$ cat config.mk
export PLATFORM = sky130hd
export DESIGN_NAME = ahb_write_buffer_flat
export DESIGN_NICKNAME = d
export VERILOG_FILES = /design/src/rtl/ahb_write_buffer_if.sv /design/src/rtl/ahb_write_buffer.sv /design/src/flat_wrapper.sv
export SDC_FILE = /design/constraint.sdc
export NUM_CORES = 1
export LEC_CHECK = 0
export ABC_AREA = 1
export BUFFER_PORTS_ARGS = -buffer_cell sky130_fd_sc_hd__buf_2
export CAP_MARGIN = 10
export CORE_MARGIN = 2
export CORE_UTILIZATION = 40
export CTS_BUF_LIST = sky130_fd_sc_hd__clkbuf_16
export DETAILED_ROUTE_END_ITERATION = 16
export GPL_TIMING_DRIVEN = 1
export SLEW_MARGIN = 30
export SYNTH_ARGS = -nofsm -noshare
export SYNTH_HDL_FRONTEND = slang
export SYNTH_SLANG_ARGS = --single-unit
$ cat constraint.sdc
create_clock -name clk -period 8.4 [get_ports clk]
set_input_delay 1.68 -clock clk [delete_from_list [all_inputs] [get_ports clk]]
set_output_delay 1.68 -clock clk [all_outputs]
set_load 0.01 [all_outputs]
$ cat src/rtl/ahb_write_buffer_if.sv
// AHB-lite slave port plus consumer handshake for ahb_write_buffer; all bus-side signals in one bundle.
// slave = buffer side, master = bus/consumer driver side.
interface ahb_write_buffer_if #(
    parameter int DWIDTH = 32
);
    logic              HSEL;
    logic [31:0]       HADDR;
    logic [1:0]        HTRANS;
    logic              HWRITE;
    logic [2:0]        HSIZE;
    logic              HREADY;
    logic [31:0]       HWDATA;
    logic              HREADYOUT;
    logic              HRESP;
    logic [31:0]       HRDATA;
    logic [DWIDTH-1:0] YDATA;
    logic              YREQ;
    logic              YACK;
    logic              YPARITY;
    logic              full;
    logic              empty;

    modport slave (
        input  HSEL, HADDR, HTRANS, HWRITE, HSIZE, HREADY, HWDATA, YACK,
        output HREADYOUT, HRESP, HRDATA, YDATA, YREQ, YPARITY, full, empty
    );

    modport master (
        output HSEL, HADDR, HTRANS, HWRITE, HSIZE, HREADY, HWDATA, YACK,
        input  HREADYOUT, HRESP, HRDATA, YDATA, YREQ, YPARITY, full, empty
    );
endinterface

$ cat src/rtl/ahb_write_buffer.sv
// AHB write FIFO drained by a REQ/ACK consumer; pushes land in the data phase, head visible 1 cycle after push.
// Writes to 0x0 stall (HREADYOUT=0) only while full with no same-cycle pop; WBUF_PARITY_EN adds per-entry parity.
module ahb_write_buffer #(
    parameter int DWIDTH = 32,
    parameter int AWIDTH = 4
) (
    input  logic clk,
    input  logic HRESETn,
    ahb_write_buffer_if.slave bus
);
    localparam int DEPTH = 1 << AWIDTH;
    localparam int OW    = AWIDTH + 1;

    typedef enum logic [1:0] {
        ST_IDLE    = 2'd0,
        ST_REQ     = 2'd1,
        ST_RELEASE = 2'd2
    } state_t;

    logic [DWIDTH-1:0] r_mem [DEPTH];
    logic [AWIDTH-1:0] r_wr_ptr;
    logic [AWIDTH-1:0] r_rd_ptr;
    logic [OW-1:0]     r_occ;
    logic              r_dp_vld;
    logic              r_dp_write;
    logic [1:0]        r_dp_off;
    logic [15:0]       r_cycle_cnt;
    logic [15:0]       r_full_cnt;
    state_t            r_state;
    state_t            w_state_nxt;

    logic              w_full;
    logic              w_empty;
    logic              w_ap_vld;
    logic              w_wr0;
    logic              w_stall;
    logic              w_push;
    logic              w_pop;
    logic              w_clr;
    logic              w_yreq;
    logic              w_ypar;
    logic              w_pc25;
    logic              w_pc50;
    logic              w_pc75;
    logic [7:0]        w_occ8;
    logic [15:0]       w_perr_cnt;
    logic [DWIDTH-1:0] w_head;
    logic [31:0]       w_rdata;
    logic              w_unused;

    assign w_unused = ^{bus.HSIZE, bus.HADDR[31:4], bus.HADDR[1:0], bus.HWDATA};

    assign w_full   = (r_occ == OW'(DEPTH));
    assign w_empty  = (r_occ == '0);
    assign w_ap_vld = bus.HSEL & bus.HREADY & bus.HTRANS[1];

    // A pop in the same cycle frees the slot a stalled push is waiting for.
    assign w_pop   = (r_state == ST_REQ) & bus.YACK & ~w_empty;
    assign w_wr0   = r_dp_vld & r_dp_write & (r_dp_off == 2'd0);
    assign w_stall = w_wr0 & w_full & ~w_pop;
    assign w_push  = w_wr0 & ~w_stall;
    assign w_clr   = r_dp_vld & r_dp_write & (r_dp_off == 2'd1);

    assign w_pc25 = (r_occ >= OW'(DEPTH / 4));
    assign w_pc50 = (r_occ >= OW'(DEPTH / 2));
    assign w_pc75 = (r_occ >= OW'((3 * DEPTH) / 4));
    assign w_occ8 = 8'(r_occ);
    assign w_head = r_mem[r_rd_ptr];

    // Address-phase capture; held while the bus is stalled.
    always_ff @(posedge clk or negedge HRESETn) begin
        if (!HRESETn) begin
            r_dp_vld   <= 1'b0;
            r_dp_write <= 1'b0;
            r_dp_off   <= 2'd0;
        end else if (bus.HREADY) begin
            r_dp_vld   <= w_ap_vld;
            r_dp_write <= bus.HWRITE;
            r_dp_off   <= bus.HADDR[3:2];
        end
    end

    always_ff @(posedge clk or negedge HRESETn) begin
        if (!HRESETn) begin
            r_wr_ptr <= '0;
            r_rd_ptr <= '0;
            r_occ    <= '0;
        end else begin
            if (w_push) r_wr_ptr <= r_wr_ptr + 1'b1;
            if (w_pop)  r_rd_ptr <= r_rd_ptr + 1'b1;
            case ({w_push, w_pop})
                2'b10:   r_occ <= r_occ + 1'b1;
                2'b01:   r_occ <= r_occ - 1'b1;
                default: r_occ <= r_occ;
            endcase
        end
    end

    always_ff @(posedge clk) begin
        if (w_push) r_mem[r_wr_ptr] <= bus.HWDATA[DWIDTH-1:0];
    end

`ifdef WBUF_PARITY_EN
    logic        r_par [DEPTH];
    logic [15:0] r_perr_cnt;

    always_ff @(posedge clk) begin
        if (w_push) r_par[r_wr_ptr] <= ^bus.HWDATA[DWIDTH-1:0];
    end

    assign w_ypar = w_yreq & (^w_head ^ r_par[r_rd_ptr]);

    always_ff @(posedge clk or negedge HRESETn) begin
        if (!HRESETn) begin
            r_perr_cnt <= '0;
        end else if (w_clr) begin
            r_perr_cnt <= '0;
        end else if (w_pop && w_ypar && r_perr_cnt != 16'hFFFF) begin
            r_perr_cnt <= r_perr_cnt + 16'd1;
        end
    end

    assign w_perr_cnt = r_perr_cnt;
`else
    assign w_ypar     = 1'b0;
    assign w_perr_cnt = 16'd0;
`endif

    always_ff @(posedge clk or negedge HRESETn) begin
        if (!HRESETn) begin
            r_cycle_cnt <= '0;
            r_full_cnt  <= '0;
        end else if (w_clr) begin
            r_cycle_cnt <= '0;
            r_full_cnt  <= '0;
        end else begin
            if (r_cycle_cnt != 16'hFFFF)          r_cycle_cnt <= r_cycle_cnt + 16'd1;
            if (w_full && r_full_cnt != 16'hFFFF) r_full_cnt  <= r_full_cnt + 16'd1;
        end
    end

    always_ff @(posedge clk or negedge HRESETn) begin
        if (!HRESETn) r_state <= ST_IDLE;
        else          r_state <= w_state_nxt;
    end

    // YACK only matters in REQ; RELEASE waits for it to drop so one ACK pulse never pops twice.
    always_comb begin
        w_state_nxt = r_state;
        w_yreq      = 1'b0;
        case (r_state)
            ST_IDLE: begin
                if (!w_empty) w_state_nxt = ST_REQ;
            end
            ST_REQ: begin
                w_yreq = 1'b1;
                if (bus.YACK) w_state_nxt = ST_RELEASE;
            end
            ST_RELEASE: begin
                if (!bus.YACK) w_state_nxt = ST_IDLE;
            end
            default: w_state_nxt = ST_IDLE;
        endcase
    end

    always_comb begin
        w_rdata = 32'd0;
        if (r_dp_vld && !r_dp_write) begin
            case (r_dp_off)
                2'd0:    w_rdata = {w_perr_cnt, 5'b0, w_pc75, w_pc50, w_pc25, w_occ8};
                2'd1:    w_rdata = {r_cycle_cnt, r_full_cnt};
                default: w_rdata = 32'd0;
            endcase
        end
    end

    assign bus.HREADYOUT = ~w_stall;
    assign bus.HRESP     = 1'b0;
    assign bus.HRDATA    = w_rdata;
    assign bus.YDATA     = w_head;
    assign bus.YREQ      = w_yreq;
    assign bus.YPARITY   = w_ypar;
    assign bus.full      = w_full;
    assign bus.empty     = w_empty;
endmodule

$ cat src/flat_wrapper.sv
// flat-port wrapper written by rule: the top's interface ports become plain ports
module ahb_write_buffer_flat 
#(
    parameter int DWIDTH = 32,
    parameter int AWIDTH = 4
)
  (clk, HRESETn, bus_HSEL, bus_HADDR, bus_HTRANS, bus_HWRITE, bus_HSIZE, bus_HREADY, bus_HWDATA, bus_YACK, bus_HREADYOUT, bus_HRESP, bus_HRDATA, bus_YDATA, bus_YREQ, bus_YPARITY, bus_full, bus_empty);
  ahb_write_buffer_if #(.DWIDTH(DWIDTH)) bus_i ();
  input  logic clk;
  input  logic HRESETn;
  input wire logic [$bits(bus_i.HSEL)-1:0] bus_HSEL;
  input wire logic [$bits(bus_i.HADDR)-1:0] bus_HADDR;
  input wire logic [$bits(bus_i.HTRANS)-1:0] bus_HTRANS;
  input wire logic [$bits(bus_i.HWRITE)-1:0] bus_HWRITE;
  input wire logic [$bits(bus_i.HSIZE)-1:0] bus_HSIZE;
  input wire logic [$bits(bus_i.HREADY)-1:0] bus_HREADY;
  input wire logic [$bits(bus_i.HWDATA)-1:0] bus_HWDATA;
  input wire logic [$bits(bus_i.YACK)-1:0] bus_YACK;
  output wire logic [$bits(bus_i.HREADYOUT)-1:0] bus_HREADYOUT;
  output wire logic [$bits(bus_i.HRESP)-1:0] bus_HRESP;
  output wire logic [$bits(bus_i.HRDATA)-1:0] bus_HRDATA;
  output wire logic [$bits(bus_i.YDATA)-1:0] bus_YDATA;
  output wire logic [$bits(bus_i.YREQ)-1:0] bus_YREQ;
  output wire logic [$bits(bus_i.YPARITY)-1:0] bus_YPARITY;
  output wire logic [$bits(bus_i.full)-1:0] bus_full;
  output wire logic [$bits(bus_i.empty)-1:0] bus_empty;
  assign bus_i.HSEL = bus_HSEL;
  assign bus_i.HADDR = bus_HADDR;
  assign bus_i.HTRANS = bus_HTRANS;
  assign bus_i.HWRITE = bus_HWRITE;
  assign bus_i.HSIZE = bus_HSIZE;
  assign bus_i.HREADY = bus_HREADY;
  assign bus_i.HWDATA = bus_HWDATA;
  assign bus_i.YACK = bus_YACK;
  assign bus_HREADYOUT = bus_i.HREADYOUT;
  assign bus_HRESP = bus_i.HRESP;
  assign bus_HRDATA = bus_i.HRDATA;
  assign bus_YDATA = bus_i.YDATA;
  assign bus_YREQ = bus_i.YREQ;
  assign bus_YPARITY = bus_i.YPARITY;
  assign bus_full = bus_i.full;
  assign bus_empty = bus_i.empty;
  ahb_write_buffer #(.DWIDTH(DWIDTH), .AWIDTH(AWIDTH)) u_core (.clk(clk), .HRESETn(HRESETn), .bus(bus_i));
endmodule
# Yosys cells after proc, flatten, opt, wreduce, memory -nomap -nowiden
# Memory sizes are Yosys's and may differ from the RTL's.
# Cells that the tools add are included.
# classes
order_cmp	3
n_addsub	6
n_mux	14
n_bitwise	13
n_reduce_logical	10
n_eq_ne	11
# ops
operator	n
16-bit two-way mux	4
32-bit one-hot mux with 2 select lines	1
16-bit by 1-bit adder with 16-bit output (second input constant)	2
32-bit two-way mux	1
16-bit inequality test (second input constant)	2
1-bit AND	10
5-bit by 4-bit greater-or-equal comparator with 1-bit output (second input constant)	2
5-bit one-hot mux with 2 select lines	1
4-bit by 1-bit adder with 4-bit output (second input constant)	2
2-bit by 1-bit == test with 1-bit output (second input constant)	3
2-bit two-way mux	3
2-bit inequality test (second input constant)	3
2-bit one-hot mux with 3 select lines	1
2-bit nonzero test	3
5-bit by 1-bit adder with 5-bit output (second input constant)	1
5-bit == test (second input constant)	1
5-bit by 3-bit greater-or-equal comparator with 1-bit output (second input constant)	1
5-bit zero test	1
5-bit by 1-bit subtractor with 5-bit output (second input constant)	1
2-bit == test (second input constant)	2
2-bit zero test	2
1-bit two-way mux	3
1-bit inverter	3
3-bit AND reduction	1
2 further kinds	3
# word_totals
ff_bits	51
n_memories	1
mem_bits_rw	512
wordCells	67
output_inout_bits	70
# memory_table
memory	depth	word_bits	read_ports	rd_ports_with_merged_regs	wr	line	rtl
u_core.r_mem	16	32	1	0	1	ahb_write_buffer.sv:20	logic [DWIDTH-1:0] r_mem [DEPTH];

# Depth between registers and ports, before layout
# Gate-level depths: netlist of the first run.
# depth
word_depth	9
ltp_mapped	15
mapped_depth_nobuf	15

# Worst setup path before layout of the first run
# Ideal clock, no wire load.
# synth_path
path_type	input-to-reg
from	input port bus_YACK
to	memory u_core.r_mem[0][0], enable pin
n_path_buf	0
cell_stages	6
slack_ns	4.229
arrival_ns	3.750
setup_ns	0.421
required_ns	7.979
cell_sequence	nand2_1 -> nor2_1 -> nand2_2 -> a21oi_4 -> nand2_1 -> nor2_1
# synth_between
elab_chain_len	8
# synth_lines
item	line	rtl
from (decl)	flat_wrapper.sv:18	input wire logic [$bits(bus_i.YACK)-1:0] bus_YACK;
1-bit AND (2 in series)	ahb_write_buffer.sv:58	assign w_pop = (r_state == ST_REQ) & bus.YACK & ~w_empty;
1-bit inverter	ahb_write_buffer.sv:60	assign w_stall = w_wr0 & w_full & ~w_pop;
1-bit AND	ahb_write_buffer.sv:60	
1-bit inverter	ahb_write_buffer.sv:61	assign w_push = w_wr0 & ~w_stall;
1-bit AND	ahb_write_buffer.sv:61	
1-bit two-way mux	ahb_write_buffer.sv:100	if (w_push) r_mem[r_wr_ptr] <= bus.HWDATA[DWIDTH-1:0];
1-bit two-way mux (implied by the code)	ahb_write_buffer.sv:100	
to (decl)	ahb_write_buffer.sv:20	
# No other way between the ends.

# Final worst setup path of the first run
# layout_path
from	register u_core.r_rd_ptr[0]
to	output port bus_YDATA[1]
# layout_between
elab_chain_len	1
# layout_lines
item	line	rtl
from (decl)	ahb_write_buffer.sv:22	logic [AWIDTH-1:0] r_rd_ptr;
from (signal assigned)	ahb_write_buffer.sv:90	if (w_pop) r_rd_ptr <= r_rd_ptr + 1'b1;
memory 16 x 32 bit	n/a	
to (decl)	flat_wrapper.sv:22	output wire logic [$bits(bus_i.YDATA)-1:0] bus_YDATA;
# No other way between the ends.

==> results of run 1 <==
-- path summary, 6_finish.rpt --
kind	slack [ns]	start	cells past startpoint	endpoint
setup / recovery	3.00	u_core.r_rd_ptr[0]	10	bus_YDATA[1]
hold / removal	0.52	u_core.r_state[1]	1	u_core.r_state[1]
setup reg to reg	5.30	u_core.r_dp_off[0]	8	u_core.r_mem[13][24]
hold reg to reg	0.52	u_core.r_state[1]	1	u_core.r_state[1]
max in group asynchronous	6.68	HRESETn	2	u_core.r_rd_ptr[0]
min in group asynchronous	1.17	HRESETn	2	u_core.r_full_cnt[11]
-- cells by family (layout without fill, tap and decap cells) --
family / count (synthesis) / count (layout) / synth area share, %
and+or+nand+nor: 716 / 716 / 12.8
other: 1 / 4 / 0.0160
AOI/OAI and AO/OA: 457 / 457 / 11.3
buffers and inverters: 211 / 326 / 3.79
DFF: 563 / 563 / 71.2
xor gates and xnor gates: 10 / 10 / 0.374
adders and majority gates: 11 / 11 / 0.620
-- registers in the layout, indices dropped and copies added (netlist names) --
register and cells:
u_core.r_wr_ptr 4, u_core.r_full_cnt 16, u_core.r_dp_vld 1, u_core.r_occ 5
u_core.r_dp_off 2, u_core.r_rd_ptr 4, u_core.r_dp_write 1, u_core.r_state 2
u_core.r_cycle_cnt 16, u_core.r_mem 512
-- placed cells by master, fill, tap and decap left out, types with 22 or more instances in the layout --
master     Yosys  routed
nand2_1      156     155
a21oi_1       37      37
o21ai_1       26      26
edfxtp_1     512     512
nor2_1       379     363
buf_2         36     108
nand3_1      112     112
o21ai_0      259     259
nor3_1        31      31
o211ai_1     128     128
clkbuf_16      0      57
inv_1         87      97
dfrtp_1       51      47
buf_4          9      22
-- area by class of cell --
class | instances | share of cell area (%)
repair buffers | 133 | 2.87
clock inverters | 45 | 1.79
inverters | 91 | 1.32
multi-input cells | 1196 | 22.5
flip-flops and latches | 563 | 62.6
clock buffers | 57 | 5.36
diodes | 2 | 0.0188
well taps | 765 | 3.59
-- through the flow --
stage	instances	util, %	hold WS (ns)	cell area [sq um]	worst slack, ns
2_1_floorplan	1970	-	0.481	23400	4.23
3_3_place_gp	2747	42.7	0.500	24700	3.32
3_5_place_dp	2748	42.8	0.513	24700	3.60
4_1_cts	2850	46.1	0.526	26600	2.93
5_1_grt	2852	46.1	0.546	26600	2.68
6_report	2852	46.1	0.523	26600	3.00
-- power by group through the flow --
stage	clock [uW]	sequential [uW]	combinational (uW)
floorplan	0	3240	1800
global placement	0	3360	2450
detailed placement	0	3370	2510
CTS	2640	3310	2520
global route	2760	3330	2800
finish	2590	3310	2480
-- per-layer routing --
layer	track usage [%]	vias to the layer above
met5	0	-
met4	6.51	4
met2	31.9	428
met3	3.09	110
li1	-	7230
met1	25.2	7608
-- critical path: stages (launching register included) --
cell	delay, ns
dfrtp_4	0.48
buf_12	0.20
inv_6	0.71
buf_4	0.69
nor2_1	0.08
nor2_1	0.09
o21ai_0	0.09
o211ai_1	0.13
nand3_1	0.11
nand2_1	0.20
buf_2	0.17
==> qor.yml, run 1 <==
status:
  status: "finished clean"
sta:
  tightestPinTransition_ns: 0.923
  hold_violations: 0
  rsz0062_at_grt: "false"
  min_period_ns: 5.40
  min_period_over_period_pct: 64.3
  setup_viol: 0
  report.final.slew_viol_count: 0
  skew_ns: 0.0154
  max_freq_mhz: 185
  fin_setup_tns_ns: 0
  slew_headroom_pct: 38.5
clock_network:
  cts_buffer_depth: 3
  cts_tree: "done"
  cts_hold_buf: 0
  root_buffer: "clkbuf_16"
  clk_pin_slew_ns: 0.06
  cts-buffers-inserted: 56
  cts.sinks: 563
  insertion_delay_ns: 0.61
  postCtsSetupRepairBufs: 0
  cts.htree.levels: 2
  cts.repair.resized: 0
job:
  drv_cap: 0
routing:
  met1_length_mm: 24.9
  dr.max_layer_used: "met5"
  routed_wl_mm: 57.7
  via_per_inst: 5.39
  drt_iter0_drc: 1404
  routedWlPerCell_um: 20.2
  ant_nets: 0
  wl_met2_mm: 27.9
  first_pass_iters: 5
  vias: 15400
  drc: 0
  route.met3.wl_mm: 3.16
synth:
  ys.flop_type: "edfxtp_1"
  synth.top_cell.area_share_pct: 65.7
  yosys_warnings: 0
  netlist_instances: 1969
  yosysSeqAreaShare_pct: 71.2
  ys_ff_latch: 563
  synth.top_cells.by_area: "edfxtp_1 66%, nor2_1 6.1%, o21ai_0 5.5%"
  synth-edff-count: 512
  yosysTopAreaCell: "edfxtp_1"
  ys_types: 38
  syn-cell-area_sq_um: 23400
  syn_avg_cell_area_sq_um: 11.9
  yosys-top-cells-count: "512 x edfxtp_1, 379 x nor2_1, 259 x o21ai_0"
  synthArstFlopShare_pct: 9.06
  yosysMostFrequentCell: "edfxtp_1"
floorplan:
  initial_utilization_pct: 40.5
  core_area_sq_um: 57800
  fp-row-count: 88
  die_area_sq_um: 60400
  ioPinCount: 145
  die_w_um: 246
  die_h_um: 246
place:
  portBuffers: 108
  dp_hpwl_mm: 28.4
  routabilityCongestion: 0.862
pwr:
  power.density_nw_per_um2: 315
  pwr-share-seq_pct: 39.5
  p_leak_uw: 0.00924
  p_total_uw: 8380
  switchingPower_uw: 2930
  switching_share_pct: 34.9
  cellInternalPower_uw: 5460
  ir_drop_mv: 0.228
  power_frac_comb_pct: 29.6
  clkPwrFrac_pct: 30.9
setup_path:
  startpoint_type: "flip-flop"
  critPathRequiredTime_ns: 6.72
  endpoint_kind: "output port"
  critical_path_arrival_ns: 3.72
  cp_max_fo: 116
  crit_type: "flip-flop to output port"
final_layout:
  nNetsFinal: 2127
  ff_latch_area_sq_um: 16700
  fillCellCount: 5101
  multi_input_area_sq_um: 5990
  drive_gt1_share_pct: 12.1
  syn_to_final_growth_pct: 13.8
global_route:
  antenna_found_initial: 4
  grt_pass1_vias: 14900
  grt_max_degree: 170
  grt_first_pass_wirelength_mm: 87.7
  grt_usage_pct: 19.1
  overflow: 0
min_path:
  hold_class: "flip-flop to flip-flop"
Note: power is estimated with default switching activity, not from simulation.
==> inputs of run 2 (changes only) <==
==> constraint.sdc (replaced) <==
create_clock -name clk -period 5.4 [get_ports clk]
set_input_delay 1.08 -clock clk [delete_from_list [all_inputs] [get_ports clk]]
set_output_delay 1.08 -clock clk [all_outputs]
set_load 0.01 [all_outputs]
==> qor.yml, run 2 (same netlist as run 1, synthesis figures left out) <==
sta:
  hold_violations: 0
  min_period_ns: 4.32
  slew_headroom_pct: 37.7
  report.final.slew_viol_count: 0
  tightestPinTransition_ns: 0.933
  rsz0062_at_grt: "false"
  min_period_over_period_pct: 80.1
  fin_setup_tns_ns: 0
  setup_slack_ns: 1.08
  skew_ns: 0.0226
  max_freq_mhz: 231
  setup_viol: 0
clock_network:
  cts.repair.resized: 0
  cts.htree.levels: 2
  cts_buffer_depth: 3
  cts_hold_buf: 0
  cts-buffers-inserted: 58
  cts.sinks: 563
  postCtsSetupRepairBufs: 0
  clk_pin_slew_ns: 0.06
  insertion_delay_ns: 0.64
  root_buffer: "clkbuf_16"
  cts_tree: "done"
routing:
  drc: 0
  drt_iter0_drc: 1235
  vias: 15400
  routed_wl_mm: 57.0
  routedWlPerCell_um: 19.9
  ant_nets: 0
  via_per_inst: 5.37
  first_pass_iters: 5
place:
  dp.cells: 2753
  pre_cts_ws_ns: 1.57
  portBuffers: 108
  routabilityCongestion: 0.872
  dp_hpwl_mm: 30.3
floorplan:
  core_area_sq_um: 57800
  initial_utilization_pct: 40.5
  fp-row-count: 88
  die_w_um: 246
  ioPinCount: 145
  die_area_sq_um: 60400
  die_h_um: 246
pwr:
  power.density_nw_per_um2: 489
  p_leak_uw: 0.00925
  ir_drop_mv: 0.449
setup_path:
  endpoint_kind: "output port"
  critPathRequiredTime_ns: 4.32
  r2r_cells: 8
  crit_type: "flip-flop to output port"
  cp_max_fo: 74
  critical_path_arrival_ns: 3.24
  startpoint_type: "flip-flop"
final_layout:
  final_common_cell: "edfxtp_1"
  drive_gt1_share_pct: 12.7
  layout_common_cells: "512 x edfxtp_1, 363 x nor2_1, 259 x o21ai_0"
  largest_reg_flops: 512
  reg.largest.list: "u_core.r_mem (512), u_core.r_cycle_cnt (16), u_core.r_full_cnt (16)"
  ff_latch_area_sq_um: 16700
  nNetsFinal: 2134
  multi_input_area_sq_um: 5990
  largest_register: "u_core.r_mem"
  syn_to_final_growth_pct: 14.0
  antenna_cells: 0
  fillCellCount: 5222
  layout.cells.non_filler: 2861
global_route:
  grt_first_pass_wirelength_mm: 87.0
  grt_usage_pct: 18.8
  grt_max_degree: 212
  antenna_found_initial: 2
  overflow: 0
  grt_pass1_vias: 14800
status:
  status: "finished clean"
min_path:
  hold_class: "primary input to async pin"
job:
  drv_cap: 0
[run 2: through the flow]
step	instance area, sq um	power [uW]	utilization [%]	hold slack, ns
floorplan	23400	7840	-	0.481
global placement	24800	9110	42.8	0.500
detailed placement	24800	9170	42.8	0.529
CTS	26700	13200	46.1	0.377
global route	26700	13800	46.1	0.408
finish	26700	13000	46.1	0.398
[run 2: final timing paths]
| check | from | end | slack [ns] |
|---|---|---|---|
| hold / removal | HRESETn | u_core.r_full_cnt[3] | 0.40 |
| hold reg to reg | u_core.r_state[1] | u_core.r_state[1] | 0.54 |
| setup reg to reg | u_core.r_dp_off[0] | u_core.r_mem[5][15] | 2.27 |
| max in group asynchronous | HRESETn | u_core.r_rd_ptr[0] | 4.14 |
| min in group clk | u_core.r_state[1] | u_core.r_state[1] | 0.54 |
| setup / recovery | u_core.r_rd_ptr[1] | bus_YDATA[1] | 1.08 |
[run 2: report_power, final]
group	internal, uW	total [uW]	switching (uW)
registers	4880	5070	193
logic	1230	3960	2730
clock network	2300	4010	1710
total	8410	13000	4630
[run 2: area by class of cell]
class | count | area share (%)
repair buffers | 138 | 3.03
well taps | 765 | 3.59
inverters | 91 | 1.32
clock inverters | 50 | 1.72
flip-flops and latches | 563 | 62.5
clock buffers | 58 | 5.44
multi-input cells | 1196 | 22.4
[run 2: worst max-delay path, cell delays in order, from the launching register on]
cell,delay [ns]
dfrtp_4,0.93
buf_4,0.73
o21ai_0,0.20
o211ai_1,0.23
nand3_1,0.11
nand2_1,0.19
buf_2,0.16
[run 2: per-layer routing]
metal,vias up,GRT usage (%),share of wire [%]
met1,7640,25.2,44
met5,-,0,0.025
li1,7242,-,-
met2,384,31.6,49
met4,2,5.15,2.0
met3,88,2.95,5.3
